<file path="config.mk">
export PLATFORM = sky130hd
export DESIGN_NAME = cache_arbiter
export DESIGN_NICKNAME = d
export VERILOG_FILES = /design/src/rtl/cache_arbiter.sv
export SDC_FILE = /design/constraint.sdc
export NUM_CORES = 1
export LEC_CHECK = 0
export CAP_MARGIN = 20
export CORE_MARGIN = 2
export CORE_UTILIZATION = 47
export DETAILED_ROUTE_END_ITERATION = 6
export PLACE_DENSITY = 0.86
export SYNTH_ARGS = -nofsm -noshare
export SYNTH_HDL_FRONTEND = slang
export SYNTH_SLANG_ARGS = --single-unit
</file>
<file path="constraint.sdc">
create_clock -name CLK -period 3.4 [get_ports CLK]
set_input_delay 0.85 -clock CLK [delete_from_list [all_inputs] [get_ports CLK]]
set_output_delay 0.85 -clock CLK [all_outputs]
set_load 0.1 [all_outputs]
</file>
<file path="src/rtl/cache_arbiter.sv">
// rtl/cache_arbiter.sv - two-port (fetch/data) arbiter onto a shared cache port; ARB_DPRIO_EN selects fixed D priority
module cache_arbiter #(
    parameter int ADDR_W   = 32,
    parameter int DATA_W   = 32,
    parameter int HOLD_CYC = 2,
    parameter int TMO_CYC  = 255
) (
    input  logic              CLK,
    input  logic              RST,
    input  logic              I_REQ,
    input  logic [ADDR_W-1:0] I_ADDR,
    output logic [DATA_W-1:0] I_DATA,
    output logic              I_ACK,
    output logic              I_ERR,
    input  logic              D_RREQ,
    input  logic              D_WE,
    input  logic [ADDR_W-1:0] D_ADDR,
    input  logic [DATA_W-1:0] D_DIN,
    output logic [DATA_W-1:0] D_DOUT,
    output logic              D_ACK,
    output logic              D_ERR,
    output logic [ADDR_W-1:0] C_ADDR,
    output logic [DATA_W-1:0] C_DIN,
    output logic              C_WE,
    output logic              C_RREQ,
    input  logic [DATA_W-1:0] C_DOUT,
    input  logic              C_RDY
);

    typedef enum logic [1:0] {S_IDLE, S_ISSUE, S_WAIT, S_RESP} state_t;

    localparam logic [3:0]  HOLD_N = 4'(HOLD_CYC);
    localparam logic [15:0] TMO_N  = 16'(TMO_CYC);

    state_t            state_q, state_d;
    logic [3:0]        hold_cnt_q, hold_cnt_d;
    logic [15:0]       tmo_cnt_q, tmo_cnt_d;
    logic [15:0]       tmo_inc;
    logic              gnt_d_q, gnt_d_d;     // 1: current transaction belongs to the D port
    logic              is_wr_q, is_wr_d;
    logic              c_we_q, c_we_d, c_rreq_q, c_rreq_d;
    logic [ADDR_W-1:0] c_addr_q, c_addr_d;
    logic [DATA_W-1:0] c_din_q, c_din_d;
    logic [DATA_W-1:0] i_data_q, i_data_d, d_dout_q, d_dout_d;
    logic              i_ack_q, i_ack_d, i_err_q, i_err_d;
    logic              d_ack_q, d_ack_d, d_err_q, d_err_d;
    logic              d_pend;
    logic              pick_d;

    assign d_pend  = D_RREQ | D_WE;
    assign tmo_inc = tmo_cnt_q + 16'd1;

`ifdef ARB_DPRIO_EN
    assign pick_d = d_pend;
`else
    logic last_d_q, last_d_d;                // 1: D was granted last, so I wins a tie next
    assign pick_d = d_pend & (~I_REQ | ~last_d_q);
`endif

    // Next-state and registered-output logic for the IDLE/ISSUE/WAIT/RESP sequence
    always_comb begin
        state_d    = state_q;
        hold_cnt_d = hold_cnt_q;
        tmo_cnt_d  = tmo_cnt_q;
        gnt_d_d    = gnt_d_q;
        is_wr_d    = is_wr_q;
        c_we_d     = c_we_q;
        c_rreq_d   = c_rreq_q;
        c_addr_d   = c_addr_q;
        c_din_d    = c_din_q;
        i_data_d   = i_data_q;
        d_dout_d   = d_dout_q;
        i_ack_d    = i_ack_q;
        i_err_d    = i_err_q;
        d_ack_d    = d_ack_q;
        d_err_d    = d_err_q;
`ifndef ARB_DPRIO_EN
        last_d_d   = last_d_q;
`endif
        case (state_q)
            S_IDLE: begin
                if (I_REQ || d_pend) begin
                    gnt_d_d    = pick_d;
                    is_wr_d    = pick_d & D_WE;   // write wins when D_WE and D_RREQ are both set
                    c_we_d     = pick_d & D_WE;
                    c_rreq_d   = ~(pick_d & D_WE);
                    c_addr_d   = pick_d ? D_ADDR : I_ADDR;
                    if (pick_d) begin
                        c_din_d = D_DIN;
                    end
                    hold_cnt_d = 4'd1;
`ifndef ARB_DPRIO_EN
                    last_d_d   = pick_d;
`endif
                    state_d    = S_ISSUE;
                end
            end
            S_ISSUE: begin
                if (hold_cnt_q == HOLD_N) begin
                    c_we_d    = 1'b0;
                    c_rreq_d  = 1'b0;
                    tmo_cnt_d = 16'd0;
                    state_d   = S_WAIT;
                end else begin
                    hold_cnt_d = hold_cnt_q + 4'd1;
                end
            end
            S_WAIT: begin
                if (C_RDY) begin
                    if (!is_wr_q) begin
                        if (gnt_d_q) d_dout_d = C_DOUT;
                        else         i_data_d = C_DOUT;
                    end
                    d_ack_d = gnt_d_q;
                    i_ack_d = ~gnt_d_q;
                    state_d = S_RESP;
                end else if (tmo_inc == TMO_N) begin
                    d_ack_d = gnt_d_q;
                    i_ack_d = ~gnt_d_q;
                    d_err_d = gnt_d_q;
                    i_err_d = ~gnt_d_q;
                    state_d = S_RESP;
                end else begin
                    tmo_cnt_d = tmo_inc;
                end
            end
            S_RESP: begin
                i_ack_d    = 1'b0;
                d_ack_d    = 1'b0;
                i_err_d    = 1'b0;
                d_err_d    = 1'b0;
                tmo_cnt_d  = 16'd0;
                hold_cnt_d = 4'd0;
                state_d    = S_IDLE;
            end
            default: state_d = S_IDLE;
        endcase
    end

    // State and output registers with synchronous active-low reset
    always_ff @(posedge CLK) begin
        if (!RST) begin
            state_q    <= S_IDLE;
            hold_cnt_q <= 4'd0;
            tmo_cnt_q  <= 16'd0;
            gnt_d_q    <= 1'b0;
            is_wr_q    <= 1'b0;
            c_we_q     <= 1'b0;
            c_rreq_q   <= 1'b0;
            c_addr_q   <= '0;
            c_din_q    <= '0;
            i_data_q   <= '0;
            d_dout_q   <= '0;
            i_ack_q    <= 1'b0;
            i_err_q    <= 1'b0;
            d_ack_q    <= 1'b0;
            d_err_q    <= 1'b0;
`ifndef ARB_DPRIO_EN
            last_d_q   <= 1'b0;
`endif
        end else begin
            state_q    <= state_d;
            hold_cnt_q <= hold_cnt_d;
            tmo_cnt_q  <= tmo_cnt_d;
            gnt_d_q    <= gnt_d_d;
            is_wr_q    <= is_wr_d;
            c_we_q     <= c_we_d;
            c_rreq_q   <= c_rreq_d;
            c_addr_q   <= c_addr_d;
            c_din_q    <= c_din_d;
            i_data_q   <= i_data_d;
            d_dout_q   <= d_dout_d;
            i_ack_q    <= i_ack_d;
            i_err_q    <= i_err_d;
            d_ack_q    <= d_ack_d;
            d_err_q    <= d_err_d;
`ifndef ARB_DPRIO_EN
            last_d_q   <= last_d_d;
`endif
        end
    end

    assign I_DATA = i_data_q;
    assign I_ACK  = i_ack_q;
    assign I_ERR  = i_err_q;
    assign D_DOUT = d_dout_q;
    assign D_ACK  = d_ack_q;
    assign D_ERR  = d_err_q;
    assign C_ADDR = c_addr_q;
    assign C_DIN  = c_din_q;
    assign C_WE   = c_we_q;
    assign C_RREQ = c_rreq_q;

endmodule

</file>
Yosys cells after proc, flatten, opt, wreduce, memory -nomap -nowiden
Cells that the tools add are included.

Word-level logic and storage cells: 81. Input port bits: 134. Output and inout bits: 134. Flip-flop bits (word level): 158.

Equal/unequal tests: 12. Reduce and logical (&&, ||, !) cells: 16. Muxes and demuxes: 28. Bitwise logic cells: 8. Add/subtract/negate cells: 2.

Operator list (number): 16-bit two-way mux (3); 16-bit case mux with 3 select lines (1); 32-bit two-way mux (1); 16-bit by 1-bit adder with 16-bit output (second input constant) (1); 16-bit by 8-bit == test with 1-bit output (second input constant) (1); 3-bit AND reduction (5); 2-bit inequality test (second input constant) (6); 1-bit case mux with 2 select lines (6); 4-bit case mux with 3 select lines (1); 4-bit AND reduction (3); 1-bit two-way mux (9); 2-bit two-way mux (4); 4-bit two-way mux (2); 2-bit case mux with 4 select lines (1); 3-bit nonzero test (2); 4-bit by 1-bit adder with 4-bit output (second input constant) (1); 2-bit == test (second input constant) (2); 4-bit by 2-bit == test with 1-bit output (second input constant) (1); 1-bit inverter (4); 2-bit AND reduction (2); 2-bit nonzero test (2); 3-bit inequality test (second input constant) (1); 1-bit AND (2); 2-bit by 1-bit == test with 1-bit output (second input constant) (1); 3 further kinds (4).

Logic depth before layout (Yosys ltp)
Word-level depth: 7. Depth in mapped cells: 9. Depth with buffers taken out: 8.

Least setup slack after synthesis
OpenSTA, ideal clock, no wires.

Kind: register to register. Start point: reg tmo_cnt_q[1]. End point: reg tmo_cnt_q[1]. Clock period less this slack: 2.364 ns. Required time: 3.267 ns. Arrival: 2.231 ns. Setup slack: 1.036 ns. Cell stages (with the launch flop): 9. Path buffers: 1. Library setup time: 0.133 ns. Cell sequence: dfxtp_1 > ha_1 > and4_1 > nand4_4 > or3_4 > a2111oi_4 > buf_6 > nand2b_1 > o22ai_1.

Word-level cells in the longest chain between the ends: 4. Elaborated cells on any way between the ends: 7. Those cells by class: add/sub: 1; eq/ne: 2; mux: 3; reduce/logical: 1.

Ends and longest elaborated chain: start: declaration (RTL line 37) `logic [15:0] tmo_cnt_q, tmo_cnt_d;`; start signal: assignment (RTL line 164) `tmo_cnt_q <= tmo_cnt_d;`; 16-bit by 1-bit adder with 16-bit output * (RTL line 51) `assign tmo_inc = tmo_cnt_q + 16'd1;`; 16-bit by 8-bit == test with 1-bit output / 16-bit two-way mux (equally long branches) (RTL line 117) `end else if (tmo_inc == TMO_N) begin`; 2-bit inequality test (no source line) / 16-bit two-way mux (equally long branches); 4-bit AND reduction (no source line) / 16-bit case mux with 3 select lines (equally long branches).

Every way passes the cells marked *; elsewhere a longest branch is shown, timed or not. The select of a mux whose other input is x is not followed. A chain may end at the register's enable or synchronous reset.

Worst setup path after layout
Start point: reg tmo_cnt_q[1]. End point: reg d_ack_q, in the netlist D_ACK.

Word-level cells in the longest chain between the ends: 4.

Ends and longest elaborated chain: 16-bit by 1-bit adder with 16-bit output (RTL line 51); 16-bit by 8-bit == test with 1-bit output (RTL line 117); 3-bit inequality test (no source line); 2-bit AND reduction (no source line); end signal: assignment (RTL line 175) `d_ack_q <= d_ack_d;`; end: declaration (RTL line 46) `logic d_ack_q, d_ack_d, d_err_q, d_err_d;`.

Every way passes these cells.

==> run metrics <==
fill count about 1100; layout cells sized above 1 0.184; Req. time, crit path around 3.7 ns; Root Driver clkbuf_16; Fin Setup TNS 0 ns; Slew Limit Fails 0; status complete, no violations; pin count of the biggest net entering global routing 68; RD Place Congestion 0.907; Post-synth EDFFs 0; CTS resizes 0; Sink Count about 160; kind of critical path register to register; Crit-path slowest cell a2111oi_4; vias in the first global route slightly below 6000; hpwl dp between 10 and 15 mm; largest fanout on the critical path 14; wire length per cell approximately 15 um; die area around 15000 um^2; Critical Path End Type register; Pint between 4 and 5 mW; Hold Crit Class register to register; Mapped Cells 806; worst-path cell chain ha_1 -> and4_1 -> nand4_4 -> or3_4 -> a2111oi_4 -> o22a_1 -> o22ai_1; Sw Ratio 0.501; site row count 43; Yosys cell types 55; Post-Route Skew 0.00689 ns; Syn-to-layout area delta 45.0%; Yosys top cell by area dfxtp_1; Clk Latency, worst-skew pair between 0.4 and 0.5 ns; vias per cell 5.27; Synth area leaders dfxtp_1, nand2_1, a21oi_1; Synth async-reset ratio 0; switching power 4.10 mW; Reg-to-Reg Start tmo_cnt_q[1]; Mapped Area 6600 um^2; CTS Buf Count 17; CTS max path bufs 2; postcts setup bufs 0; crit path from tmo_cnt_q[1]; n_diodes 0; Port-buffer cells ~270; nets@finish 1186; final wirelength 18.9 mm; RSZ-0062 raised after global routing false; max incr delay on CP between 0.8 and 0.9 ns; Total GRT Usage 0.246; pwr dens approximately 850 nW/um^2; most frequent cells in the layout nand2_1, dfxtp_1, buf_4; VDD IR max 0.933 mV; area share of the leading cell type in the synthesized netlist 0.479; initial antenna violation count 0; 1st-pass router iterations 5; Max-slew headroom 0.442; DRC errors left 0; grt total ovfl 0; die span in y 123 um; Max Clk Rate around 0.35 GHz; max-cap violation count 0; Arr. time, crit path 3.18 ns; sequential power share 0.293; endpoints failing setup 0; Comb pwr share 0.492; io pins 268; H-tree levels 4; FF+latch count, synth around 160; Syn Area/Cell between 8 and 9 um^2; CP Launch Type register; initial core utilization 0.478; leakage power ~3.9 nW; Tmin final slightly below 3 ns; Period Utilization, post-route 0.848; final hold vios 0; clock slew at reported path FFs 0.06 ns; worst hold start D_DOUT[31]; most common cell after layout, fill and taps aside nand2_1; Top FF cell, synth dfxtp_1; via count about 6500; first-pass GRT wire length around 29 mm; Hold-fix buffers, CTS 0; synthesis warning total 0; core footprint about 14000 um^2; clock share of power 0.215; Worst Tran Pin Value roughly 0.84 ns; fin util 0.693; register area share after synthesis 0.479; chip width 123 um; drt first-iter violations 350; syn nets about 950; CTS tree built; final antenna-violating net count 0
-- cells in the mapped netlist, types with 5 or more instances --
cell / count
or3_1: 5
dfxtp_1: 158
nand2b_1: 5
o22ai_1: 6
mux2i_1: 36
xnor2_1: 6
nand4_1: 6
o21ai_0: 7
inv_1: 13
a211oi_1: 32
nand2_1: 218
nand3_1: 7
nor2_1: 55
ha_1: 9
a21oi_1: 110
clkbuf_1: 52
nor3_1: 11
a31oi_1: 8
-- critical path, delay by kind of cell, from the launching register on --
family,cells,cell delay (ns)
AO/OA/AOI/OAI,3,1.18
adder cells (fa/ha/maj),1,0.28
flip-flops,1,0.41
AND/OR/NAND/NOR,3,0.88
-- stage by stage --
stage / cells / power [mW] / hold slack [ns] / setup WS [ns] / instance area [um^2]
after global placement: 1204 / 6.43 / 0.442 / 0.620 / 9030
final: 1236 / 8.18 / 0.454 / 0.516 / 9580
after floorplan: 806 / 5.53 / 0.468 / 1.04 / 6600
after CTS: 1236 / 8.24 / 0.456 / 0.517 / 9580
after global routing: 1236 / 8.53 / 0.471 / 0.301 / 9580
after detailed placement: 1204 / 6.47 / 0.447 / 0.527 / 9030
-- power groups by stage --
stage | logic (mW) | registers (mW) | clock network, mW
after CTS | 4.04 | 2.40 | 1.80
after detailed placement | 4.04 | 2.43 | 0
after floorplan | 0.924 | 4.60 | 0
after global placement | 4.01 | 2.42 | 0
after global routing | 4.22 | 2.44 | 1.88
final | 4.02 | 2.39 | 1.76
-- routing by layer --
layer / vias up / global-route usage / share of wire
met5: - / 0 / 0
li1: 3237 / - / -
met3: 37 / 0.0785 / 0.085
met4: 0 / 0.124 / 0.034
met1: 2967 / 0.275 / 0.39
met2: 269 / 0.419 / 0.49
-- path summary, 6_finish.rpt --
kind	slack (ns)	cells past startpoint	end
max reg2reg	0.52	7	D_ACK
max	0.52	7	D_ACK
min	0.45	2	D_DOUT[31]
min reg2reg	0.45	2	D_DOUT[31]
-- layout make-up --
cell class | instances | area [um^2] | share of cell area
multi-input combinational | 573 | 3150 | 0.329
sequential | 158 | 3160 | 0.330
clock inverter | 11 | 81.3 | 0.00849
clock buffer | 21 | 470 | 0.0491
timing repair buffer | 280 | 2430 | 0.254
tap | 180 | 225 | 0.0235
inverter | 13 | 51.3 | 0.00536
-- flip-flops by register name, indices dropped and copies added (netlist names) --
name	flops
D_ERR	1
hold_cnt_q	4
I_ERR	1
C_RREQ	1
C_ADDR	32
state_q	2
D_DOUT	32
I_DATA	32
C_WE	1
is_wr_q	1
tmo_cnt_q	16
I_ACK	1
C_DIN	32
last_d_q	1
D_ACK	1
-- cell families (layout without fill, tap and decap cells) --
family                     Yosys count  count (layout)  share of synthesized area
AOI/OAI and AO/OA                  189             189                      0.178
xor gates and xnor gates             6               6                    0.00796
adders and majority gates            9               9                     0.0171
buffers and inverters               75             325                     0.0472
DFF                                158             158                      0.479
muxes                               36              36                     0.0546
and+or+nand+nor                    333             333                      0.216
Power figures use the tool's default switching activity.
